==> config.mk <==
export PLATFORM = sky130hd
export DESIGN_NAME = tx_readout_control
export DESIGN_NICKNAME = d
export VERILOG_FILES = /design/src/rtl/tx_readout_control_pkg.sv /design/src/rtl/tx_readout_control_edge_detect.sv /design/src/rtl/tx_readout_control.sv
export SDC_FILE = /design/constraint.sdc
export NUM_CORES = 1
export LEC_CHECK = 0
export CORE_MARGIN = 3
export CORE_UTILIZATION = 60
export CTS_BUF_LIST = sky130_fd_sc_hd__clkbuf_8
export CTS_CLUSTER_DIAMETER = 100
export DETAILED_ROUTE_END_ITERATION = 12
export DONT_BUFFER_PORTS = 1
export PLACE_DENSITY = 0.76
export SYNTH_ARGS = -nofsm -noshare
export SYNTH_HDL_FRONTEND = slang
export SYNTH_SLANG_ARGS = --single-unit
==> constraint.sdc <==
create_clock -name CLOCK_50 -period 4.95 [get_ports CLOCK_50]
set_input_delay 0.7425 -clock CLOCK_50 [delete_from_list [all_inputs] [get_ports CLOCK_50]]
set_output_delay 0.7425 -clock CLOCK_50 [all_outputs]
set_load 0.02 [all_outputs]
==> src/rtl/tx_readout_control_pkg.sv <==
// Shared sizing constants and FSM state encoding for the TX buffer readout controller.
package tx_readout_control_pkg;

  localparam int DEPTH  = 16;
  localparam int ADDR_W = 4;
  localparam int DATA_W = 8;

  typedef enum logic [2:0] {
    IDLE      = 3'd0,
    FETCH     = 3'd1,
    LOAD      = 3'd2,
    SEND      = 3'd3,
    WAIT_DONE = 3'd4,
    FINISH    = 3'd5
  } state_t;

endpackage

==> src/rtl/tx_readout_control_edge_detect.sv <==
// Synchronous rising-edge detector; the sample resets to 1 so a level held
// high through reset is not seen as an edge.
module edge_detect (
  input  logic CLOCK_50,
  input  logic rst,
  input  logic i_d,
  output logic o_rise
);

  logic r_d;

  always_ff @(posedge CLOCK_50) begin
    if (rst) begin
      r_d <= 1'b1;
    end else begin
      r_d <= i_d;
    end
  end

  assign o_rise = i_d & ~r_d;

endmodule

==> src/rtl/tx_readout_control.sv <==
// Reads word_count buffer entries back one at a time and hands each to a UART
// transmitter, waiting for tx_done between bytes.
module tx_readout_control #(
  parameter int DEPTH  = tx_readout_control_pkg::DEPTH,
  parameter int ADDR_W = tx_readout_control_pkg::ADDR_W,
  parameter int DATA_W = tx_readout_control_pkg::DATA_W
) (
  input  logic              CLOCK_50,
  input  logic              rst,
  input  logic              start,
  input  logic [ADDR_W:0]   word_count,
  input  logic [DATA_W-1:0] rd_data,
  input  logic              tx_done,
  output logic [ADDR_W-1:0] rd_addr,
  output logic              tx_dv,
  output logic [DATA_W-1:0] tx_byte,
  output logic              busy,
  output logic              done,
  output logic [ADDR_W:0]   count_tx
);

  import tx_readout_control_pkg::*;

  localparam logic [ADDR_W:0] LEN_MAX = (ADDR_W+1)'(DEPTH);

  state_t            r_state;
  state_t            w_state_nxt;
  logic              w_start_rise;
  logic [ADDR_W:0]   r_len;
  logic [ADDR_W-1:0] r_rd_addr;
  logic [DATA_W-1:0] r_tx_byte;
  logic [ADDR_W:0]   r_count_tx;
  logic [ADDR_W:0]   w_count_inc;
  logic              w_last;

  edge_detect u_start_edge (
    .CLOCK_50 (CLOCK_50),
    .rst      (rst),
    .i_d      (start),
    .o_rise   (w_start_rise)
  );

  assign w_count_inc = r_count_tx + 1'b1;
  assign w_last      = (w_count_inc == r_len);

  always_ff @(posedge CLOCK_50) begin
    if (rst) begin
      r_state <= IDLE;
    end else begin
      r_state <= w_state_nxt;
    end
  end

  // Start edges are only looked at in IDLE, so edges while busy are dropped.
  always_comb begin
    w_state_nxt = r_state;
    case (r_state)
      IDLE: begin
        if (w_start_rise) begin
          w_state_nxt = (word_count == '0) ? FINISH : FETCH;
        end
      end
      FETCH:     w_state_nxt = LOAD;
      LOAD:      w_state_nxt = SEND;
      SEND:      w_state_nxt = WAIT_DONE;
      WAIT_DONE: begin
        if (tx_done) begin
          w_state_nxt = w_last ? FINISH : FETCH;
        end
      end
      FINISH:    w_state_nxt = IDLE;
      default:   w_state_nxt = IDLE;
    endcase
  end

  always_comb begin
    tx_dv = 1'b0;
    busy  = 1'b1;
    done  = 1'b0;
    case (r_state)
      IDLE:    busy  = 1'b0;
      SEND:    tx_dv = 1'b1;
      FINISH:  done  = 1'b1;
      default: ;
    endcase
  end

  // Length is clamped at latch time, which also bounds rd_addr to DEPTH-1.
  always_ff @(posedge CLOCK_50) begin
    if (rst) begin
      r_len      <= '0;
      r_rd_addr  <= '0;
      r_tx_byte  <= '0;
      r_count_tx <= '0;
    end else begin
      case (r_state)
        IDLE: begin
          if (w_start_rise) begin
            r_len      <= (word_count > LEN_MAX) ? LEN_MAX : word_count;
            r_rd_addr  <= '0;
            r_count_tx <= '0;
          end
        end
        LOAD: r_tx_byte <= rd_data;
        WAIT_DONE: begin
          if (tx_done) begin
            r_count_tx <= w_count_inc;
            if (!w_last) begin
              r_rd_addr <= r_rd_addr + 1'b1;
            end
          end
        end
        default: ;
      endcase
    end
  end

  assign rd_addr  = r_rd_addr;
  assign tx_byte  = r_tx_byte;
  assign count_tx = r_count_tx;

endmodule

# After elaboration in Yosys (flattened, before gate mapping)

Cells that the tools add are included.

Divide/modulo/power cells: 0
Shifts and indexed selects: 0
Reductions and logical operators: 7
Multipliers: 0
Bitwise operators: 2
Equal/unequal tests: 9
$add $sub $neg: 2
Magnitude comparators: 1
Multiplexer cells: 16

Operator list:

| cell                                                                     | number |
|---|---|
| 5-bit two-way mux                                                        | 3 |
| 3-bit case mux with 5 select lines                                       | 1 |
| 3-bit two-way mux                                                        | 4 |
| 4-bit two-way mux                                                        | 3 |
| 5-bit case mux with 2 select lines                                       | 1 |
| 4-bit case mux with 2 select lines                                       | 1 |
| 3-bit by 2-bit equality test with 1-bit output (second input constant)   | 2 |
| 3-bit equality test (second input constant)                              | 2 |
| 5-bit by 1-bit adder with 5-bit output (second input constant)           | 1 |
| 5-bit equality test                                                      | 1 |
| 5-bit > comparator (second input constant)                               | 1 |
| 5-bit zero test                                                          | 1 |
| 4-bit by 1-bit adder with 4-bit output (second input constant)           | 1 |
| 2-bit inequality test (second input constant)                            | 2 |
| 2-bit AND reduction                                                      | 2 |
| 4-bit AND reduction                                                      | 1 |
| 3-bit by 1-bit equality test with 1-bit output (second input constant)   | 1 |
| 3-bit zero test                                                          | 1 |
| 1-bit two-way mux                                                        | 3 |
| 3-bit AND reduction                                                      | 1 |
| 2-bit by 1-bit inequality test with 1-bit output (second input constant) | 1 |
| 2-bit nonzero test                                                       | 1 |
| 1-bit AND                                                                | 1 |
| 1-bit NOT                                                                | 1 |

Input bits: 17
Output and inout bits: 20
Memories: 0
Bits in registers: 26
Bits in latches: 0
Memory bits (read-only): 0
Bits in writable memories: 0
Logic and storage cells: 43

# Logic depth before layout (Yosys ltp)

Depth after elaboration: 5
Mapped depth: 6
Gate-level depth less buffers: 6

# Cells and area by module

Synthesis repeated with hierarchy kept, for this count alone.

Cells, all modules: 146
Area total of the unflattened synthesis: 1,317.5 sq um

By module, submodules not included:

| module             | cells each | area an instance (sq um) | times used |
|---|---|---|---|
| tx_readout_control | 143        | 1,285.0                  | 1 |
| edge_detect        | 3          | 32.5                     | 1 |

# Worst setup path after synthesis

Ideal clock, no wire load.

Kind: register to register
Start point: register r_count_tx[0] (netlist: count_tx[0])
End point: register r_state[2]
Arrival time: 2,059 ps
Stages on the path, launching flop included: 7
Path slack: 2,820 ps
Setup time: 71 ps
Period minus slack after synthesis: 2,130 ps
Cell sequence: dfxtp_1 > ha_1 > nand3_1 > or3_4 > a211o_1 > a2111o_1 > a21oi_1

Cells in the longest elaborated chain, start to end: 5

RTL lines:

| element                                | RTL line                  | text |
|---|---|---|
| start: declaration                     | tx_readout_control.sv:32  | `logic [ADDR_W:0] r_count_tx;` |
| start signal: assignment               | tx_readout_control.sv:107 | `r_count_tx <= w_count_inc;` |
| 5-bit by 1-bit adder with 5-bit output | tx_readout_control.sv:43  | `assign w_count_inc = r_count_tx + 1'b1;` |
| 5-bit equality test                    | tx_readout_control.sv:44  | `assign w_last = (w_count_inc == r_len);` |
| 3-bit two-way mux                      | tx_readout_control.sv:68  | `w_state_nxt = w_last ? FINISH : FETCH;` |
| 3-bit two-way mux                      | tx_readout_control.sv:67  | `if (tx_done) begin` |
| 3-bit case mux with 5 select lines     | tx_readout_control.sv:57  | `case (r_state)` |
| end signal: assignment                 | tx_readout_control.sv:50  | `r_state <= w_state_nxt;` |
| end: declaration                       | tx_readout_control.sv:26  | `state_t r_state;` |

Every way passes these cells. The select of a mux whose other input is x is not followed.
A chain may end at the register's enable or synchronous reset.

# Worst setup path in the final report

Same ends and word-level chain as after synthesis.

==> flow_summary.toml <==
[global_routing]
grtUsageTotal_pct = 21.2
grt_max_degree = 25
gr-total-overflow = 0
grt_pass1_vias = 1023
grt_antenna_before_repair = 0
grt_pass1_wl_mm = 4.36

[setup_path]
reg2reg_from = "count_tx[0]$_SDFFE_PP0P_"
crit_cells = 6
crit_buf_inv = 0
r2r-end = "r_state[2]$_SDFFE_PP0P_"
cp-start-kind = "register"
path_class = "register to register"
arrival_ns = 2.51
path_max_fanout = 6
max_stage_delay_ns = 0.56
end_kind = "register"
rr_worst_depth = 6
slowest_stage = "dfxtp_1"
rrSetupSlack_ns = 2.65
crit_family = "compound AO/OA/AOI/OAI gates"
required_ns = 5.15
crit_chain = "ha_1 -> nand3_1 -> or3_4 -> a211o_1 -> a2111o_1 -> a21oi_1"

[logic_synthesis]
synth_fa_ha_area_share_pct = 1.97
yosys.area_share.simple_pct = 23.0
synth-xor-area-share_pct = 4.82
synthesis.nets = 158
synth_seq_cells = 26
synthArstFlopShare_pct = 0
muxShareOfSynthArea_pct = 6.30
synth_cell_types = 43
synth_cells = 139
syn_area_um2 = 1270
seq_area_frac_synth_pct = 40.9
synth_area_leaders = "dfxtp_1 41%, mux2i_1 6.3%, a21oi_1 5.1%, nor2_1 4.7%, a22oi_1 3.0%"
synth_edf_count = 0
synth_compound_area_share_pct = 19.0
synthMostInstantiatedCell = "dfxtp_1"
synthTopCellsByCount = "26 x dfxtp_1, 16 x nor2_1, 13 x a21oi_1, 8 x mux2i_1, 6 x nand2_1"
synth_top_family_by_area = "simple AND/OR/NAND/NOR gates"
ys.flop_type = "dfxtp_1"
yosys.area.top_type = "dfxtp_1"
synth.avg_cell_area_um2 = 9.15
yosysTopAreaCellShare_pct = 40.9
ys_warn_count = 0

[detailed_routing]
routedWlPerCell_um = 15.8
avgViaCountPerCell = 6.15
vias = 1009
drt_pass1_iterations = 4
drc = 0
ant_nets = 0
drt_wl_total_mm = 2.59
dr.first_iter.drc_count = 9

[finish]
final_area_um2 = 1350
layoutNonFillerInstCount = 164
antenna_cells = 0
drive_above_1_share_pct = 8.03
syn_to_final_growth_pct = 5.81
nNetsFinal = 157
num-fill-cells = 169

[flow_run]
drv_cap = 0

[sta]
rsz0062_at_grt = "false"
relSlewSlack_pct = 55.8
hold_violations = 0
finalCritPeriodShare_pct = 46.5
hold_slack_ns = 0.535
finalSetupViolations = 0
clock_skew_ns = 0.00624
timing.fmax_ghz = 0.434
slew_viol_final = 0
period_needed_ns = 2.30
worst_pin_slew_ns = 0.661
fin_setup_tns_ns = 0

[placed_design]
place_inst = 160
hpwl_mm = 1.93
placed_area_um2 = 1270
io_buffers = 0
routabilityCongestion = 0.803

[floorplanning]
pin_count = 37
rows = 16
die_h_um = 52.0
initial_core_util_pct = 64.1
core_um2 = 1980
dieWidth_um = 52.0
dieArea_um2 = 2710

[clocking]
clockRootBuffer = "clkbuf_8"
clock_path_buffers = 2
clk_latency_ns = 0.27
cts_buffers = 3
cts.sinks = 26
cts_hold_buf = 0
cts.repair.resized = 0
h-tree-depth = 1
cts_tree = "yes"
clkSlewWorstSetupHoldPaths_ns = 0.09
cts_setup_buffers = 0

[worst_hold_path]
worstHoldPathCells = 1
holdCritStartpoint = "rst"
worstHoldEndpoint = "count_tx[3]$_SDFFE_PP0P_"
min_path_type = "input port to register"

[power_and_ir_drop]
p_int_uw = 339
power_density_nw_per_um2 = 325
p_leak_uw = 0.000466
p_sw_uw = 97.7
finalPower_uw = 437
power_frac_seq_pct = 52.4
comb_power_share_pct = 7.6
p_sw_share_pct = 22.4
p_clk_share_pct = 40.0
ir_worst_vdd_v = 0.000264

[status]
outcome = "finished, final reports clean"
==> flip-flops by register name, summed over array words and instances, names as in the netlist <==
signal            cells
r_state               3
r_len                 5
tx_byte               8
u_start_edge.r_d      1
rd_addr               4
count_tx              5
==> worst register-to-register path: stages, from the launching register on <==
cell and delay [ns]:
dfxtp_1 0.56, ha_1 0.32, nand3_1 0.14, or3_4 0.38, a211o_1 0.30, a2111o_1 0.40
a21oi_1 0.13
==> layer usage <==
layer	wire length, um	GRT usage (%)	up-vias	part of all wire [%]
met3	192	4.87	4	7.4
met1	1060	23.9	473	41
li1	-	-	496	-
met5	0	0	-	0
met4	23	6.55	0	0.89
met2	1310	38.7	36	51
==> through the flow <==
step,worst slack [ns],utilization (%)
floorplan,2.82,-
global placement,2.74,64.3
detailed placement,2.67,64.3
CTS,2.65,67.9
global route,2.46,67.9
finish,2.65,67.9
==> how the worst max path moves through the flow <==
stage / start / endpoint
floorplan: count_tx[0]$_SDFFE_PP0P_ / r_state[2]$_SDFFE_PP0P_
global placement: count_tx[0]$_SDFFE_PP0P_ / r_state[2]$_SDFFE_PP0P_
detailed placement: count_tx[0]$_SDFFE_PP0P_ / r_state[2]$_SDFFE_PP0P_
CTS: count_tx[0]$_SDFFE_PP0P_ / r_state[2]$_SDFFE_PP0P_
global route: count_tx[0]$_SDFFE_PP0P_ / rd_addr[0]$_SDFFE_PP0P_
finish: count_tx[0]$_SDFFE_PP0P_ / r_state[2]$_SDFFE_PP0P_
==> power groups by stage <==
stage / sequential (uW) / clock [uW] / combinational [uW]
6_report: 229 / 175 / 33.3
5_1_grt: 230 / 184 / 37.7
4_1_cts: 229 / 177 / 33.6
3_5_place_dp: 234 / 0 / 33.3
3_3_place_gp: 233 / 0 / 32.0
2_1_floorplan: 229 / 0 / 33.5
==> cells in the final DEF (no fill, tap or decap), drive strengths merged, types with 3 or more instances in the layout <==
| cell type | Yosys | final |
|---|---|---|
| inv | 3 | 3 |
| nor3b | 4 | 4 |
| xnor2 | 4 | 4 |
| mux2i | 8 | 8 |
| or3 | 6 | 6 |
| clkbuf | 3 | 3 |
| a21oi | 13 | 13 |
| dfxtp | 26 | 26 |
| nor2 | 16 | 16 |
| nand2 | 6 | 6 |
| o21ai | 5 | 5 |
| nand2b | 3 | 3 |
| nor3 | 5 | 5 |
| xor2 | 3 | 3 |
| a22oi | 5 | 5 |
==> kinds of logic (layout without fill, tap and decap cells) <==
kind of cell | Yosys count | in the layout
compound gates | 33 | 33
fa+ha+maj | 2 | 2
simple gates | 53 | 53
flops | 26 | 26
xor+xnor | 7 | 7
buf+inv | 10 | 8
mux | 8 | 8
==> layout make-up <==
type	instances	area [um2]	share of cell area (%)
clock buffers	3	41.3	3.07
clock inverters	1	30.0	2.23
inverters	3	11.3	0.837
multi-input cells	103	701	52.1
flip-flops and latches	26	520	38.7
well taps	27	33.8	2.51
repair buffers	1	7.51	0.558
Note: power is estimated with default switching activity, not from simulation.
==> RTL change 1, RTL diff (same settings) <==
Register the output `count_tx` once more, cleared by the reset; this adds one clock of latency there. The other outputs are not delayed to match.
--- a/src/rtl/tx_readout_control.sv
+++ b/src/rtl/tx_readout_control.sv
@@ -118,5 +118,11 @@
   assign rd_addr  = r_rd_addr;
   assign tx_byte  = r_tx_byte;
-  assign count_tx = r_count_tx;
+  always_ff @(posedge CLOCK_50) begin
+    if (rst) begin
+      count_tx <= '0;
+    end else begin
+      count_tx <= r_count_tx;
+    end
+  end
 
 endmodule
Check against the original RTL: not equivalent (Yosys sat finds a counterexample within 10 cycles, from zero or initial values and one cycle with rst high).
==> RTL change 1 against the original RTL <==
  * Sequential power increased by 16%
  * Total power is 15% higher
  * Largest power group unchanged
  * Routed wire length grew 8.3%
  * Sequential cell count increased by 5
  * Design area increased by 13%
  * Clock power is 19% higher
  * Worst setup slack worse by 0.34 ns
  * Area after synthesis rose by 11%
  * Maximum frequency down 13%
  * Critical path type unchanged
  * Critical endpoint is now r_len[4]
  * First-iteration DRC count rose to 3.7 times the old value
  * Final cell count increased by 12%
==> RTL change 1: results (changes against the original RTL) <==
| Metric | Value |
|---|---|
| Worst min path class | flip-flop to flip-flop |
| Arrival time at the worst endpoint | 2.80 ns (+0.29 ns) |
| Place WS | 2.38 ns (-0.297 ns) |
| WL met2 | 1380 µm (+5.0%) |
| Maximum vdd ir drop | 217 µV (-18%) |
| FF-to-FF path depth | 5 (-1) |
| All-layer global routing usage | 21.0% (-0.13 points) |
| Max FO, Critical Path | 24 (+18) |
| Status | finished clean |
| DRT Pass-1 Iters | 6 (+2) |
| Met1 Use GR | 22.8% (-1.1 points) |
| Dpl cells | 175 (+9.4%) |
| GR Util met3 | 7.90% (+3.0 points) |
| Routed WL | 2800 µm (+8.3%) |
| WL met3 | 219 µm (+14%) |
| Hold path depth | 2 (+1) |
| Synth area leaders | dfxtp_1, mux2i_1, nor2b_1, nor2_1, o21ai_0 |
| Synth Area per Inst | 9.04 µm² (-1.2%) |
| CTS clk-pin slew, worst paths | 0.06 ns (-0.03 ns) |
| Yosys cell types | 37 (-14%) |
| Vias/cell | 6.08 (-1.2%) |
| Filler instances | 175 (+3.6%) |
| H-Tree Depth | 2 (+1) |
| Hold wc startpoint | r_count_tx[1] |
| CP peak stage delay | 0.94 ns (+0.38 ns) |
| Most frequent cells after synthesis | dfxtp_1, nor2_1, mux2i_1, nor2b_1, o21ai_0 |
| Worst hold endpoint | r_count_tx[1] |
| Largest net degree at the start of global routing | 33 (+32%) |
| Critical path startpoint | r_state[2] |
| Met1 wire length | 1190 µm (+13%) |
| Lkg Pwr | 0.556 nW (+19%) |
| First-pass GRT wire length | 4410 µm (+1.1%) |
| # nets final | 174 (+11%) |
-- RTL change 1: cell count changes in the layout (fill, tap and decap cells not counted), sizes merged, moves of 5 or more --
cell | before | now
nor2b | 1 | 11
mux2i | 8 | 13
dfxtp | 26 | 31
a22oi | 5 | 0
or3 | 6 | 1
a21oi | 13 | 8
o21ai | 5 | 10
-- RTL change 1: worst max path at each step --
stage	endpoint	slack (ns)	cells past startpoint
floorplan	done	3.03	3
global placement	r_len[3]	2.51	5
detailed placement	r_len[2]	2.38	5
CTS	r_len[4]	2.32	5
global route	r_len[1]	2.02	5
finish	r_len[4]	2.31	5
-- RTL change 1: power by group through the flow --
| stage | Combinational [mW] | Clock (mW) | Sequential [mW] |
|---|---|---|---|
| 2_1_floorplan | 0.0298 | 0 | 0.267 |
| 3_3_place_gp | 0.0270 | 0 | 0.270 |
| 3_5_place_dp | 0.0281 | 0 | 0.271 |
| 4_1_cts | 0.0284 | 0.210 | 0.265 |
| 5_1_grt | 0.0309 | 0.221 | 0.266 |
| 6_report | 0.0282 | 0.208 | 0.265 |
-- RTL change 1: final cells by class --
type | count | area, µm² | share of cell area (%)
multi-input cells | 115 | 751 | 49.5
flip-flops and latches | 31 | 621 | 40.9
clock buffers | 7 | 96.3 | 6.35
well taps | 27 | 33.8 | 2.23
repair buffers | 1 | 7.51 | 0.495
clock inverters | 1 | 3.75 | 0.248
inverters | 1 | 3.75 | 0.248
-- RTL change 1: cell families after synthesis --
logic type / after synthesis / synth area share [%]
flip-flops: 31 / 44.0
multiplexers: 13 / 9.23
XOR/XNOR: 7 / 4.35
buffers and inverters: 10 / 2.75
AO/OA/AOI/OAI: 27 / 11.7
AND/OR/NAND/NOR: 66 / 26.2
adder cells (fa/ha/maj): 2 / 1.77
==> RTL change 2, RTL diff (config.mk and constraints unchanged) <==
Without the edit above. The package constant `ADDR_W` goes from 4 to 5.
--- a/src/rtl/tx_readout_control_pkg.sv
+++ b/src/rtl/tx_readout_control_pkg.sv
@@ -3,5 +3,5 @@
 
   localparam int DEPTH  = 16;
-  localparam int ADDR_W = 4;
+  localparam int ADDR_W = 5;
   localparam int DATA_W = 8;
 
Interface: changed (resized count_tx, rd_addr and word_count); port bits go from 37 to 40. The function was not compared with the original's and may differ.
==> RTL change 2 against the original RTL <==
  * Routed wire length grew 20%
  * Synthesized cell count grew 25%
  * Total power grew 13%
  * Clock power grew 19%
  * Sequential power grew 10%
  * Non-clock buffer count is the same
  * Worst setup slack lost 0.26 ns
  * Count of clock-buffer cells in the layout grew 4
  * Sequential cell count grew 3
  * Design area grew 18%
  * Area after synthesis grew 17%
  * Critical path type unchanged
  * Largest cell class unchanged
  * Largest power group unchanged
==> RTL change 2: results (changes against the original RTL) <==
| Metric | Value |
|---|---|
| Status | finished clean |
| Post-synth net total | 194 (+23%) |
| Post-synthesis sequential area ratio | 38.9% (-2.1 points) |
| Post_cts resized | 0 (unchanged) |
| H-Tree Depth | 2 (+1) |
| Vias/cell | 6.12 (-0.52%) |
| Clock buf count | 7 (+4) |
| Filler instances | 176 (+4.1%) |
| DRT Pass-1 Iters | 4 (unchanged) |
| First-pass GRT wire length | 5350 µm (+23%) |
| Final GP Congestion | 0.812 (+1.1%) |
| Largest net degree at the start of global routing | 30 (+20%) |
| Met1 wire length | 1370 µm (+29%) |
| Seq/total area | 36.7% (-2.0 points) |
| Multi-Input Combinational | 132 (+28%) |
| DRT iter0 DRCs | 38 (+29) |
| Layout cells sized above 1 | 8.77% (+0.74 points) |
| R2R Setup Slk | 2.39 ns (-0.26 ns) |
| Worst min path class | flip-flop to flip-flop |
| Hold path depth | 2 (+1) |
| All-layer global routing usage | 21.3% (+0.089 points) |
| Seq cells post-synth | 29 (+12%) |
| Non-clock inverter count | 1 (-2) |
| Final HPWL DP | 2170 µm (+13%) |
| Most frequent cells after synthesis | dfxtp_1, nor2_1, a21oi_1, nand2_1, nand3_1 |
| Clock group | 0.209 mW (+19%) |
| WL met3 | 211 µm (+9.9%) |
| Hold wc startpoint | r_len[2] |
| Combinational share of power | 6.4% (-1.2 points) |
| Multi-input combinational area share | 54.0% (+1.9 points) |
| Setup crit end | r_len[3] |
| Synth area leaders | dfxtp_1, mux2i_1, a21oi_1, nor2_1, nand3_1 |
| Lkg Pwr | 0.552 nW (+18%) |
| Maximum vdd ir drop | 269 µV (+2.0%) |
| Critical path startpoint | r_state[2] |
| Routed WL | 3110 µm (+20%) |
| Non-Clock Buffer Count | 1 (unchanged) |
| Tcrit/Tclk final | 51.8% (+5.3 points) |
| GR Util met3 | 9.05% (+4.2 points) |
| Inserted Clock Buffers | 5 (+2) |
| Vias in the first global route | 1178 (+15%) |
| Top Metal Used | met4 |
| Met1 Use GR | 26.4% (+2.5 points) |
| Min Hold Slack | 0.453 ns (-0.0811 ns) |
| Arrival time at the worst endpoint | 2.73 ns (+0.22 ns) |
| Worst hold endpoint | r_len[2] |
| GRT met2 Usage | 33.4% (-5.3 points) |
| Max FO, Critical Path | 28 (+22) |
| FF-to-FF path depth | 5 (-1) |
| Slew at the pin closest to its max-slew limit | 1.17 ns (+0.512 ns) |
| Place WS | 2.48 ns (-0.190 ns) |
| Pint | 0.379 mW (+12%) |
| WL met2 | 1490 µm (+14%) |
| CTS clk-pin slew, worst paths | 0.06 ns (-0.03 ns) |
| PwrDens | 311 nW/µm² (-4.2%) |
| Clk cell area share | 6.40% (+1.1 points) |
| Final non-clock buffer share | 0.474% (-0.084 points) |
| Layout Skew | 0.00586 ns (-0.000378 ns) |
-- RTL change 2: metrics by stage --
step           util (%)  std cells  instance area [µm²]
6_report           69.6        199                 1580
5_1_grt            69.6        199                 1580
4_1_cts            69.6        199                 1580
3_5_place_dp       65.1        191                 1480
3_3_place_gp       65.1        191                 1480
2_1_floorplan         -        174                 1490
-- RTL change 2: cell families after synthesis --
group | count (synthesis) | share of synthesized area [%]
AND/OR/NAND/NOR | 82 | 29.9
AO/OA/AOI/OAI | 30 | 13.3
flip-flops | 29 | 38.9
buffers and inverters | 13 | 3.77
multiplexers | 10 | 6.79
XOR/XNOR | 8 | 5.62
adder cells (fa/ha/maj) | 2 | 1.68
-- RTL change 2: critical path, cell delays in order, from the launching register on --
cell	delay, ns
dfxtp_1	0.82
nor3b_1	0.14
o21ai_1	0.94
nor2_1	0.27
nand3_1	0.18
a21oi_1	0.09
